===== config.mk =====
export PLATFORM = sky130hd
export DESIGN_NAME = otn_oh_inserter
export DESIGN_NICKNAME = d
export VERILOG_FILES = /design/src/rtl/otn_oh_inserter.sv
export SDC_FILE = /design/constraint.sdc
export NUM_CORES = 1
export LEC_CHECK = 0
export CAP_MARGIN = 30
export CORE_MARGIN = 5
export CORE_UTILIZATION = 47
export DETAILED_ROUTE_END_ITERATION = 16
export PLACE_DENSITY = 0.82
export SETUP_SLACK_MARGIN = 0.4
export SKIP_CTS_REPAIR_TIMING = 1
export SLEW_MARGIN = 0
export SYNTH_ARGS = -nofsm -noshare
export SYNTH_HDL_FRONTEND = slang
export SYNTH_SLANG_ARGS = --single-unit

===== constraint.sdc =====
create_clock -name i_clk -period 2.8 [get_ports i_clk]
set_clock_uncertainty 0.15 [all_clocks]
set_input_delay 0.56 -clock i_clk [delete_from_list [all_inputs] [get_ports i_clk]]
set_output_delay 0.56 -clock i_clk [all_outputs]
set_load 0.01 [all_outputs]

===== src/rtl/otn_oh_inserter.sv =====
// Map-side OTN overhead inserter: frames client payload into 4x1041-byte frames with FAS/MFAS/BIP-8/stuff-count overhead.
// Optional feature macro: OH_BIP8_EN (BIP-8 of previous frame carried in row 0 column 7).
module otn_oh_inserter (
    input  logic        i_clk,
    input  logic        i_rst,
    input  logic        i_en,
    input  logic [1:0]  i_row_cnt,
    input  logic [10:0] i_col_cnt,
    output logic        o_fpc_valid,
    output logic        o_fpc_enable,
    input  logic [7:0]  i_pld_data,
    input  logic        i_pld_valid,
    output logic        o_pld_ready,
    output logic [7:0]  o_data,
    output logic        o_valid,
    output logic        o_sof,
    input  logic        i_out_ready
);

    localparam int unsigned ROW_W   = 2;
    localparam int unsigned COL_W   = 11;
    localparam int unsigned BYTE_W  = 8;
    localparam int unsigned STUFF_W = 3;

    localparam logic [COL_W-1:0]  COL_PLD_FIRST = COL_W'(16);
    localparam logic [COL_W-1:0]  COL_JO        = COL_W'(1040);
    localparam logic [COL_W-1:0]  COL_JC        = COL_W'(15);
    localparam logic [ROW_W-1:0]  ROW_FIRST     = ROW_W'(0);
    localparam logic [ROW_W-1:0]  ROW_LAST      = ROW_W'(3);
    localparam logic [BYTE_W-1:0] FAS_A         = BYTE_W'(8'hF6);
    localparam logic [BYTE_W-1:0] FAS_B         = BYTE_W'(8'h28);

    typedef enum logic {
        ST_IDLE,
        ST_RUN
    } state_t;

    state_t              state;
    logic [BYTE_W-1:0]   mfas;
    logic [STUFF_W-1:0]  stuff_cur;
    logic [STUFF_W-1:0]  stuff_prev;
`ifdef OH_BIP8_EN
    logic [BYTE_W-1:0]   bip_cur;
    logic [BYTE_W-1:0]   bip_prev;
`endif

    logic                is_oh;
    logic                is_jo;
    logic                is_pld;
    logic                at_origin;
    logic                slot;
    logic                fpc_enable;
    logic                pld_ready;
    logic                accept;
    logic                emit;
    logic                stuff_now;
    logic                frame_end;
    logic [BYTE_W-1:0]   oh_byte;
    logic [BYTE_W-1:0]   next_byte;

    // Column classification and the payload/counter handshake
    always_comb begin
        is_oh      = 1'b0;
        is_jo      = 1'b0;
        is_pld     = 1'b0;
        at_origin  = 1'b0;
        slot       = 1'b0;
        fpc_enable = 1'b0;
        pld_ready  = 1'b0;
        accept     = 1'b0;
        emit       = 1'b0;
        stuff_now  = 1'b0;
        frame_end  = 1'b0;

        is_oh      = (i_col_cnt < COL_PLD_FIRST);
        is_jo      = (i_col_cnt == COL_JO);
        is_pld     = !is_oh && !is_jo;
        at_origin  = (i_row_cnt == ROW_FIRST) && (i_col_cnt == '0);
        slot       = !o_valid || i_out_ready;
        fpc_enable = (state == ST_RUN) && slot;
        pld_ready  = fpc_enable && (is_pld || is_jo);
        accept     = pld_ready && i_pld_valid;
        emit       = fpc_enable && (is_oh || is_jo || accept);
        stuff_now  = emit && is_jo && !accept;
        frame_end  = emit && is_jo && (i_row_cnt == ROW_LAST);
    end

    // Overhead byte for the current position; previous-frame values feed MFAS/BIP/JC
    always_comb begin
        oh_byte   = '0;
        next_byte = '0;
        if (i_row_cnt == ROW_FIRST) begin
            case (i_col_cnt)
                COL_W'(0), COL_W'(1), COL_W'(2): oh_byte = FAS_A;
                COL_W'(3), COL_W'(4), COL_W'(5): oh_byte = FAS_B;
                COL_W'(6):                       oh_byte = mfas;
`ifdef OH_BIP8_EN
                COL_W'(7):                       oh_byte = bip_prev;
`endif
                default:                         oh_byte = '0;
            endcase
        end else if ((i_row_cnt == ROW_LAST) && (i_col_cnt == COL_JC)) begin
            oh_byte = {(BYTE_W - STUFF_W)'(0), stuff_prev};
        end

        if (is_oh) begin
            next_byte = oh_byte;
        end else if (accept) begin
            next_byte = i_pld_data;
        end
    end

    assign o_fpc_enable = fpc_enable;
    assign o_pld_ready  = pld_ready;
    assign o_fpc_valid  = accept;

    // Run/idle control, output register and per-frame overhead bookkeeping
    always_ff @(posedge i_clk) begin
        if (i_rst) begin
            state      <= ST_IDLE;
            o_data     <= '0;
            o_valid    <= 1'b0;
            o_sof      <= 1'b0;
            mfas       <= '0;
            stuff_cur  <= '0;
            stuff_prev <= '0;
        end else begin
            case (state)
                ST_IDLE: if (i_en && at_origin)     state <= ST_RUN;
                ST_RUN:  if (frame_end && !i_en)    state <= ST_IDLE;
                default:                            state <= ST_IDLE;
            endcase

            if (emit) begin
                o_data  <= next_byte;
                o_valid <= 1'b1;
                o_sof   <= at_origin;
            end else if (i_out_ready) begin
                o_valid <= 1'b0;
                o_sof   <= 1'b0;
            end

            // The final JO stuff of a frame is folded in before the latch
            if (frame_end) begin
                mfas       <= mfas + BYTE_W'(1);
                stuff_prev <= stuff_cur + STUFF_W'(stuff_now);
                stuff_cur  <= '0;
            end else if (stuff_now) begin
                stuff_cur  <= stuff_cur + STUFF_W'(1);
            end
        end
    end

`ifdef OH_BIP8_EN
    // Parity over accepted payload only; the final JO byte is folded in before the latch
    always_ff @(posedge i_clk) begin
        if (i_rst) begin
            bip_cur  <= '0;
            bip_prev <= '0;
        end else if (frame_end) begin
            bip_prev <= accept ? (bip_cur ^ i_pld_data) : bip_cur;
            bip_cur  <= '0;
        end else if (accept) begin
            bip_cur  <= bip_cur ^ i_pld_data;
        end
    end
`endif

endmodule


-- After elaboration in Yosys (flattened, before gate mapping)
Cells that the tools add are included.
- flip-flop bits (word level): 25
- latch bits: 0
- bits in writable memories: 0
- bits in read-only memories: 0
- bits of input ports: 26
- output and inout bits: 13
- memories kept: 0
- add/subtract/negate cells: 3
- multiply operators: 0
- divide/modulo/power cells: 0
- $lt $le $gt $ge: 1
- eq/ne operators: 9
- shifts and indexed selects: 0
- muxes and demuxes: 11
- bitwise logic cells: 1
- reductions and logical operators: 27
- operators by type and width (cell ; count):
    equality test 11 x 3 -> 1 bit, second input constant ; 3
    two-way mux 8 bit ; 3
    case mux 8 bit (3 select lines) ; 1
    equality test 11 x 2 -> 1 bit, second input constant ; 2
    logical AND 1 bit ; 12
    equality test 11 x 1 -> 1 bit, second input constant ; 1
    equality test 11 bit, second input constant ; 1
    equality test 11 x 4 -> 1 bit, second input constant ; 1
    zero test 11 bit ; 1
    less-than comparator 11 x 5 -> 1 bit, second input constant ; 1
    adder 8 x 1 -> 8 bit, second input constant ; 1
    OR reduction 3 bit ; 2
    zero test 1 bit ; 5
    two-way mux 1 bit ; 5
    logical OR 1 bit ; 4
    adder 3 x 1 -> 3 bit ; 1
    adder 3 x 1 -> 3 bit, second input constant ; 1
    two-way mux 3 bit ; 1
    equality test 2 bit, second input constant ; 1
    zero test 2 bit ; 1
    case mux 1 bit (2 select lines) ; 1
    nonzero test 2 bit ; 1
    OR reduction 2 bit ; 1
    NOT 1 bit ; 1

-- Longest topological paths before layout
Gate-level depths: netlist (run 1).
- depth after elaboration: 13
- mapped depth: 10

-- Least setup slack after synthesis (run 1)
OpenSTA, ideal clock, no wires.
- path kind: input to register
- start: input i_col_cnt[5]
- end: register stuff_prev[1]
- setup time: 128 ps
- data arrival time: 2031 ps
- data required time: 2522 ps
- setup slack: 491 ps
- stages on the path: 8
- path buffers: 0
- cells stage by stage: or4_4 -> nor2_4 -> nand3_2 -> nor2_1 -> ha_1 -> ha_1 -> mux2i_1 -> nor2_1
- word-level cells in the longest chain between the ends: 11
- ends and longest elaborated chain (what ; line ; RTL):
    start, declared ; 8 ; input logic [10:0] i_col_cnt,
    less-than comparator 11 x 5 -> 1 bit / equality test 11 bit (equally long branches) ; 75, 76 ;
    zero test 1 bit ; 77 ; is_pld = !is_oh && !is_jo;
    logical AND 1 bit ; 77 ;
    logical OR 1 bit ; 81 ; pld_ready = fpc_enable && (is_pld || is_jo);
    logical AND 1 bit ; 81 ;
    logical AND 1 bit ; 82 ; accept = pld_ready && i_pld_valid;
    logical OR 1 bit ; 83 ; emit = fpc_enable && (is_oh || is_jo || accept);
    logical AND 1 bit ; 83 ;
    logical AND 1 bit ; 84, 85 ;
    logical AND 1 bit ; 84 ; stuff_now = emit && is_jo && !accept;
    adder 3 x 1 -> 3 bit ; 146 ; stuff_prev <= stuff_cur + STUFF_W'(stuff_now);
    end signal, assigned ; 146 ;
    end, declared ; 41 ; logic [STUFF_W-1:0] stuff_prev;
Several ways; a longest one is shown, not always the timed one.
A chain may end at the register's enable or synchronous reset.

-- Worst setup path in the final report (run 1)
- start: input i_col_cnt[7]
- end: output o_fpc_valid
- word-level cells in the longest chain between the ends: 6
- ends and longest elaborated chain (what ; line ; RTL):
    less-than comparator 11 x 5 -> 1 bit / equality test 11 bit (equally long branches) ; 75, 76 ;
    zero test 1 bit ; 77 ;
    logical AND 1 bit ; 77 ;
    logical OR 1 bit * ; 81 ;
    logical AND 1 bit * ; 81 ;
    logical AND 1 bit * ; 82 ;
    end, declared ; 9 ; output logic o_fpc_valid,
Every way passes the cells marked *; elsewhere a longest branch is shown, timed or not.

==> results of run 1 <==
## worst min-delay path, stage by stage (launching register included)
cell and delay (ps):
dfxtp_1 340, nand2_1 60, a21oi_1 60
## cell usage after synthesis, drive strengths merged (3+ instances only)
| cell type | instances |
|---|---|
| dfxtp | 25 |
| a21oi | 18 |
| nand2 | 18 |
| nor2 | 18 |
| o21ai | 11 |
| nor2b | 8 |
| or4 | 8 |
| nor3 | 7 |
| inv | 6 |
| clkbuf | 5 |
| nand3 | 5 |
| a221oi | 4 |
| ha | 4 |
| mux2i | 4 |
| a211oi | 3 |
## registers in the layout (all words and copies together) (netlist names)
register    cells
stuff_prev      3
o_valid         1
o_data          8
state           1
o_sof           1
stuff_cur       3
mfas            8
## metal layers
layer  up-vias  part of all wire (%)  routed length, µm
met3         7                   6.6                284
met1       754                    40               1720
met4         0                   1.3                 55
li1        770                     -                  -
met5         -                     0                  0
met2        68                    52               2250
## cell families after synthesis
| logic type | after synthesis | synth area share, % |
|---|---|---|
| muxes | 6 | 4.41 |
| AOI/OAI and AO/OA | 46 | 19.7 |
| xor gates and xnor gates | 2 | 1.23 |
| DFF | 25 | 35.2 |
| buffers and inverters | 13 | 3.61 |
| and+or+nand+nor | 78 | 32.2 |
| adders and majority gates | 4 | 3.52 |
## how the worst min path moves through the flow
| stage | startpoint | end | slack, ps | cells past startpoint |
|---|---|---|---|---|
| floorplan | mfas[7] | mfas[7] | 300 | 2 |
| global placement | o_data[1] | o_data[1] | 300 | 2 |
| detailed placement | o_data[1] | o_data[1] | 310 | 2 |
| CTS | o_data[1] | o_data[1] | 330 | 2 |
| global route | o_data[1] | o_data[1] | 360 | 2 |
| finish | o_data[1] | o_data[1] | 330 | 2 |
## power by group through the flow
stage | registers, mW | logic (mW) | clock network, mW
2_1_floorplan | 0.364 | 0.0250 | 0
3_3_place_gp | 0.364 | 0.0832 | 0
3_5_place_dp | 0.364 | 0.0863 | 0
4_1_cts | 0.356 | 0.0870 | 0.163
5_1_grt | 0.356 | 0.0965 | 0.181
6_report | 0.356 | 0.0905 | 0.159
## through the flow
stage               hold WS [ps]  setup slack (ps)  setup TNS (ps)
CTS                          329              -240            -454
global route                 359               312               0
global placement             299              -194            -651
detailed placement           310              -226           -1480
floorplan                    302               491               0
finish                       330               341               0
## area by class of cell
cell class	count	area, µm²	area share [%]
clock buffers	4	26.3	1.24
inverters	6	22.5	1.06
multi-input cells	136	921	43.4
flip-flops and latches	25	500	23.6
well taps	33	41.3	1.95
repair buffers	65	611	28.8
==> results by group, run 1 <==
Floorplan
  • Std cell rows: 20
  • # IOs: 39
  • Initial Utilization: 47.7%
  • Die extent in y: 65.0 µm
  • Die area: 0.00422 mm²
  • Die X: 65.0 µm
  • Core Region: 0.00298 mm²

Layout
  • Final std cells w/o fill: 269
  • N_diodes: 0
  • Commonest non-fill, non-tap cell in the layout: dfxtp_1
  • Fin nets: 267
  • Final Cell Area: 0.00212 mm²
  • Most frequent cells in the layout: dfxtp_1, clkdlybuf4s50_1, buf_4
  • Share of cells above drive strength 1: 22.9%
  • Filler cells: 216
  • Final Util: 71.3%
  • Area growth syn-to-layout: 49.4%

Worst setup path
  • R2r startpoint: state
  • CP Cell Sequence: buf_6 -> or4_4 -> nor3_4 -> buf_6 -> nor3_4 -> buf_2
  • CP top delay family: simple AND/OR/NAND/NOR gates
  • Worst R2R Setup Slack: 880 ps
  • Worst path depth: 6
  • Worst path required time: 2090 ps
  • Crit path capture: o_fpc_valid
  • R2r worst-path depth: 7
  • Worst Setup SP: i_col_cnt[7]
  • Max stage delay on crit path: 540 ps
  • WS Path Type: input port to output port
  • Buf/Inv on CP: 3
  • CP Launch Type: input port
  • WP data arrival: 1750 ps
  • Critical path's slowest cell: or4_4
  • Critical Path End Type: output port
  • Worst Path Max Fanout: 4
  • R2R Path End: mfas[7]

Routing
  • Via count: 1599
  • Number of vias per cell: 5.94
  • Pre-Repair DR Iteration Count: 4
  • WL per Instance: 16.0 µm
  • Initial drt markers: 116
  • # DRC: 0
  • Post-DRT Antenna Nets: 0
  • Final WL: 4300 µm

Timing
  • Min Tclk post-route: 2460 ps
  • Final Max Slew Viols: 0
  • RSZ-0062 raised after global routing: true
  • Final setup fails: 0
  • Achievable Freq: 0.407 GHz
  • Max_slew headroom: 63.4%
  • Final Cycle Share: 87.8%
  • Worst slew pin tran: 548 ps
  • Number of failing hold endpoints at the final stage: 0

Synthesis
  • Cell taking the most area after synthesis: dfxtp_1
  • Most used DFF post-synth: dfxtp_1
  • Post-Syn Instances: 174
  • Synth area leaders: dfxtp_1, a21oi_1, nand2_1
  • Post-synth EDFFs: 0
  • Post-synth net total: 204
  • Warnings, synthesis: 0
  • Post-synthesis sequential area ratio: 35.2%
  • FF+latch count, synth: 25
  • Synth Cell Area: 0.00142 mm²
  • Top cell type's share of synthesized area: 35.2%
  • FFs w/ async S/R, synth: 0%
  • Unique masters post-synth: 43
  • Post-Syn Area per Cell: 8.16 µm²

Pwr
  • Cell Int Power: 0.460 mW
  • Leak: 0.918 nW
  • Seq pwr share: 58.8%
  • Net Sw Frac: 24.1%
  • Combinational Power Share: 15.0%
  • Pwr dens: 285 mW/mm²
  • Worst VDD drop: 0.158 mV
  • Tot Pwr: 0.605 mW
  • Sw Pwr: 0.146 mW
  • Clock network fraction of total power: 26.3%

Clock network
  • Sink Count: 25
  • Root Buffer: clkbuf_4
  • Worst skew pair latency: 310 ps
  • CTS tree: done
  • Number of buffers created by CTS: 3
  • CTS HTree Levels: 1
  • CTS Buffer Depth: 2
  • Clock Pin Slew Worst Setup and Hold Paths: 140 ps

Global routing
  • Vias in the first global route: 1584
  • GRT Util Overall: 20.8%
  • Busiest layer in global routing: met2
  • Met2 Track Usage GR: 36.3%
  • Met3 capacity usage during global routing: 3.64%
  • Overflow after GRT: 0
  • Pin count of the biggest net entering global routing: 17
  • Initial antenna violation count: 0
  • First-pass GRT wire length: 7000 µm
  • Met1 Usage GRT: 25.5%

Place
  • Input/output buffers: 38
  • Placed Instances: 264
  • RD Place Congestion: 0.810
  • Dpl hpwl: 3300 µm
  • Placed inst area: 0.00202 mm²

Run status
  • Status: complete, no violations

Run
  • Max_cap viols: 0

Hold path
  • Hold Crit Class: flip-flop to flip-flop
(Power assumes the default switching activity.)
==> inputs of run 2 (changes only) <==
--- a/config.mk
+++ b/config.mk
@@ -9,6 +9,7 @@
 export CORE_MARGIN = 5
 export CORE_UTILIZATION = 47
 export DETAILED_ROUTE_END_ITERATION = 16
+export MAX_ROUTING_LAYER = met4
 export PLACE_DENSITY = 0.82
 export SETUP_SLACK_MARGIN = 0.4
 export SKIP_CTS_REPAIR_TIMING = 1
==> run 2 against run 1 <==
- sequential power hardly changed
- count of clock-buffer cells in the layout stayed put
- cell count stayed put
- via count is 0.25% lower
- first-iteration DRC count is 14% lower
- critical endpoint unchanged
- largest cell class unchanged
==> results by group, run 2 (synthesis results as in run 1) <==
Pwr
  • Combinational Power Share: 14.9% (was 15.0%)
  • Leak: 0.918 nW (unchanged)
  • Net Sw Frac: 24.1% (about the same)
  • Pwr dens: 285 mW/mm² (about the same)
  • Clock network fraction of total power: 26.3% (about the same)
  • Worst VDD drop: 0.158 mV (about the same)
  • Seq pwr share: 58.8% (about the same)
  • Sw Pwr: 0.146 mW (about the same)
  • Cell Int Power: 0.460 mW (about the same)

Place
  • Pre-CTS setup slack: -226 ps (unchanged)
  • Dpl hpwl: 3300 µm (unchanged)
  • RD Place Congestion: 0.822 (was 0.810)
  • Placed Instances: 264 (unchanged)
  • Input/output buffers: 38 (unchanged)

Layout
  • Area growth syn-to-layout: 49.4% (unchanged)
  • Most frequent cells in the layout: dfxtp_1, clkdlybuf4s50_1, buf_4 (unchanged)
  • N_diodes: 0 (unchanged)
  • Top flop regs: mfas x8, o_data x8 (unchanged)
  • Final std cells w/o fill: 269 (unchanged)
  • Storage cell area: 500 µm² (unchanged)
  • Share of cells above drive strength 1: 22.9% (unchanged)
  • Filler cells: 216 (unchanged)
  • Final Util: 71.3% (unchanged)
  • Fin nets: 267 (unchanged)
  • Commonest non-fill, non-tap cell in the layout: dfxtp_1 (unchanged)
  • Multi-input logic area: 921 µm² (unchanged)

Worst setup path
  • WS Path Type: input port to output port (unchanged)
  • Max stage delay on crit path: 540 ps (about the same)
  • Critical Path End Type: output port (unchanged)
  • CP Cell Sequence: buf_6 -> or4_4 -> nor3_4 -> buf_6 -> nor3_4 -> buf_2 (unchanged)
  • WP data arrival: 1750 ps (about the same)
  • CP Launch Type: input port (unchanged)
  • Worst path required time: 2090 ps (about the same)
  • Critical path's slowest cell: or4_4 (unchanged)
  • Worst Path Max Fanout: 4 (unchanged)

Timing
  • Final setup fails: 0 (unchanged)
  • Number of failing hold endpoints at the final stage: 0 (unchanged)
  • Min Hold Slack: 330 ps (about the same)
  • Final Max Slew Viols: 0 (unchanged)
  • Achievable Freq: 0.406 GHz (was 0.407 GHz)
  • Min Tclk post-route: 2460 ps (about the same)
  • RSZ-0062 raised after global routing: true (unchanged)
  • Worst slew pin tran: 530 ps (was 548 ps)
  • Worst setup margin: 340 ps (was 341 ps)
  • Final setup TNS: 0 ps (unchanged)
  • Max_slew headroom: 64.5% (was 63.4%)
  • Final Cycle Share: 87.9% (was 87.8%)

Routing
  • Pre-Repair DR Iteration Count: 4 (unchanged)
  • Final WL: 4290 µm (was 4300 µm)
  • Initial drt markers: 100 (was 116)
  • Post-DRT Antenna Nets: 0 (unchanged)
  • # DRC: 0 (unchanged)
  • WL per Instance: 15.9 µm (was 16.0 µm)
  • Number of vias per cell: 5.93 (was 5.94)
  • Via count: 1595 (was 1599)

Global routing
  • First-pass GRT wire length: 6980 µm (was 7000 µm)
  • Vias in the first global route: 1585 (was 1584)
  • Overflow after GRT: 0 (unchanged)
  • Pin count of the biggest net entering global routing: 17 (unchanged)
  • GRT Util Overall: 21.4% (was 20.8%)
  • Initial antenna violation count: 0 (unchanged)

Run status
  • Status: complete, no violations (unchanged)

Floorplan
  • Std cell rows: 20 (unchanged)
  • Die area: 0.00422 mm² (unchanged)
  • Die X: 65.0 µm (unchanged)
  • Initial Utilization: 47.7% (unchanged)
  • # IOs: 39 (unchanged)
  • Die extent in y: 65.0 µm (unchanged)
  • Core Region: 0.00298 mm² (unchanged)

Clock network
  • Sink Count: 25 (unchanged)
  • CTS Buffer Depth: 2 (unchanged)
  • Number of buffers created by CTS: 3 (unchanged)
  • Worst skew pair latency: 310 ps (about the same)
  • CTS HTree Levels: 1 (unchanged)
  • CTS tree: done (unchanged)
  • Root Buffer: clkbuf_4 (unchanged)
  • Clock Pin Slew Worst Setup and Hold Paths: 140 ps (about the same)

Run
  • Max_cap viols: 0 (unchanged)

Hold path
  • Hold Crit Class: flip-flop to flip-flop (unchanged)
-- run 2: cell type report --
class | count | share of cell area (%)
clock buffers | 4 | 1.24
multi-input cells | 136 | 43.4
inverters | 6 | 1.06
repair buffers | 65 | 28.8
well taps | 33 | 1.95
flip-flops and latches | 25 | 23.6
-- run 2: stage by stage --
step                instance area [µm²]  total power, mW
finish                             2120            0.605
global route                       2120            0.634
CTS                                2050            0.606
detailed placement                 2020            0.450
global placement                   2020            0.447
floorplan                          1420            0.389
-- run 2: power by group through the flow --
stage          registers, mW  logic (mW)  clock network (mW)
2_1_floorplan          0.364      0.0250                   0
3_3_place_gp           0.364      0.0832                   0
3_5_place_dp           0.364      0.0863                   0
4_1_cts                0.356      0.0870               0.163
5_1_grt                0.356      0.0966               0.181
6_report               0.356      0.0903               0.159
-- run 2: worst paths after layout --
| check | from | end | slack, ps | depth (start not counted) |
|---|---|---|---|---|
| hold reg to reg | o_data[1] | o_data[1] | 330 | 2 |
| setup reg to reg | state | mfas[7] | 870 | 7 |
| hold / removal | o_data[1] | o_data[1] | 330 | 2 |
| setup / recovery | i_col_cnt[7] | o_fpc_valid | 340 | 6 |
-- run 2: worst max-delay path: cells and delay by family --
family,cells,cell delay (ps)
buffers and inverters,3,370
and+or+nand+nor,3,820
-- run 2: layer usage --
metal | up-vias | global-route usage, % | part of all wire (%)
met1 | 753 | 25.4 | 41
met2 | 62 | 36.3 | 51
met3 | 10 | 3.64 | 6.4
met4 | 0 | 7.39 | 2.0
li1 | 770 | - | -
met5 | - | - | 0
==> RTL edit: new RTL, settings of run 1 <==
Build with the macro `OH_BIP8_EN` defined.
--- a/src/rtl/otn_oh_inserter.sv
+++ b/src/rtl/otn_oh_inserter.sv
@@ -1,5 +1,7 @@
 // Map-side OTN overhead inserter: frames client payload into 4x1041-byte frames with FAS/MFAS/BIP-8/stuff-count overhead.
 // Optional feature macro: OH_BIP8_EN (BIP-8 of previous frame carried in row 0 column 7).
+`define OH_BIP8_EN
+
 module otn_oh_inserter (
     input  logic        i_clk,
     input  logic        i_rst,
Check against the original RTL: not equivalent (a bounded check fails within 4 cycles, from zero or initial values and one cycle with i_rst high).
==> RTL edit against run 1 <==
  * Final area up 41%
  * Core utilization rose by 2.2 points
  * Sequential cell count increased by 16
  * Synthesized area is 40% higher
  * First-iteration DRC count increased by 100%
  * Worst setup slack lost 0.10 ns
  * Routed wire length grew 46%
  * Power up 95%
==> RTL edit: results (changes against run 1) <==
| Metric | Value |
|---|---|
| EDFF count, synth | 0 (unchanged) |
| Hold Startpoint | stuff_prev[2]$_SDFFE_PP0P_ |
| Hold Path End | stuff_prev[2]$_SDFFE_PP0P_ |
| Vias in the first global route | 1809 (+14%) |
| Share of synthesized area spent on multiplexers | 1.51% (-2.9 points) |
| Root Buffer | clkbuf_8 |
| Layout Nets | 346 (+30%) |
| Port Buf Inserts | 38 (unchanged) |
| Fillers | 279 (+29%) |
| Syn Area/Cell | 8.12 um^2 (-0.51%) |
| Finished Layout Cells | 367 (+36%) |
| Synth Area in Compound Gates | 18.2% (-1.5 points) |
| Ys async rst share | 0% (unchanged) |
| First-pass GRT wire length | 8510 um (+22%) |
| Total track usage | 20.0% (-0.86 points) |
| Lkg Pwr | 1.22 nW (+33%) |
| 1st-iter DRT viols | 232 (+100%) |
| Fin area | 2980 um^2 (+41%) |
| Fraction of area in registers | 27.5% (+3.9 points) |
| Max_slew headroom | 54.0% (-9.4 points) |
| Clock Sinks | 41 (+64%) |
| Buffers excl. clock | 80 (+23%) |
| Htree depth | 2 (+1) |
| Multi-input gate area | 1200 um^2 (+30%) |
| Number of non-clock inverters in the layout | 3 (-3) |
| Reg-to-reg slack, setup | 0.71 ns (-0.17 ns) |
| Register-to-Register Path Depth | 5 (-2) |
| Dpl ws | -0.351 ns (-0.125 ns) |
| Worst Hold Margin | 0.334 ns (+0.00394 ns) |
| Worst skew pair latency | 0.29 ns (-0.02 ns) |
| First-pass detailed-route iteration total | 4 (unchanged) |
| Clock tree buffer depth | 2 (unchanged) |
| Reg2reg end | mfas[3]$_SDFFE_PP0P_ |
| Mapped Nets | 275 (+35%) |
| Synth warn | 0 (unchanged) |
| Vias post-DR | 2132 (+33%) |
| Post-DP HPWL | 4010 um (+21%) |
| Clock buf/inv share | 4.03% (+2.8 points) |
| Initial antenna violation count | 0 (unchanged) |
| Clock Buffer Count | 6 (+2) |
| CTS Buf Count | 5 (+2) |
| Top cells by area, synth | dfxtp_1 (41%), nand2_1 (6.4%), nor2_1 (4.9%), a21oi_1 (4.3%), nor3_1 (4.0%) |
| XOR/XNOR share of the synthesized area | 5.72% (+4.5 points) |
| Die Width | 75.1 um (+16%) |
| Final WL | 6290 um (+46%) |
| Placed Area | 2670 um^2 (+32%) |
| Worst-path clk slew | 0.08 ns (-0.06 ns) |
| Most frequent cells after synthesis | dfxtp_1 (41), nand2_1 (34), nor2_1 (26) |
| Share of cells above drive strength 1 | 23.3% (+0.46 points) |
| Multi-In Gates | 185 (+36%) |
| Register area share after synthesis | 41.3% (+6.0 points) |
| Final Wtd Congestion | 0.830 (+2.5%) |
| NonClk Buf Share | 25.8% (-3.0 points) |
| VDD IR max | 330 uV (+110%) |
| Synth Area in Adders | 2.52% (-1.0 points) |
| Largest net degree at the start of global routing | 23 (+6) |
| Status | finished clean |
## RTL edit: changes by cell type in the layout (fill, tap and decap cells not counted), moves of 5 or more
cell	change
nand2_1	+17
dfxtp_1	+16
buf_4	+13
nor2_1	+10
nor3_1	+10
xor2_1	+7
clkbuf_8	+6
nor2b_1	-6
or4_1	-5
## RTL edit: worst max path at each step
stage,startpoint,to,slack (ns),depth (start not counted)
6_report,i_col_cnt[8],mfas[3]$_SDFFE_PP0P_,0.24,6
5_1_grt,i_col_cnt[8],bip_prev[6]$_SDFFE_PP0P_,0.20,9
4_1_cts,i_col_cnt[7],o_pld_ready,-0.23,6
3_5_place_dp,i_col_cnt[7],mfas[3]$_SDFFE_PP0P_,-0.35,6
3_3_place_gp,i_col_cnt[7],mfas[3]$_SDFFE_PP0P_,-0.33,6
2_1_floorplan,i_col_cnt[7],mfas[3]$_SDFFE_PP0P_,0.02,6
## RTL edit: cell families (layout without fill, tap and decap cells)
kind of cell    count (synthesis)  after routing
buf+inv                        20             91
compound gates                 54             55
xor+xnor                       13             13
flops                          41             41
simple gates                  110            110
mux                             3              3
fa+ha+maj                       4              4
## RTL edit: worst max-delay path, stage by stage
cell	delay [ns]
clkbuf_2	0.08
or4_4	0.53
or4b_4	0.56
or3_4	0.43
or4_4	0.42
nand2_1	0.06
## RTL edit: report_power, final
part	switching [mW]	leakage (nW)	internal, mW
Clock	0.206	0.0574	0.290
Sequential	0.00000595	0.330	0.582
Combinational	0.0490	0.834	0.0515
Total	0.255	1.22	0.924
## RTL edit: layer usage
metal | GRT usage, % | wire length, um
met5 | 0 | 0
met3 | 5.21 | 456
met4 | 6.72 | 303
met1 | 25.4 | 2580
met2 | 32.8 | 2950
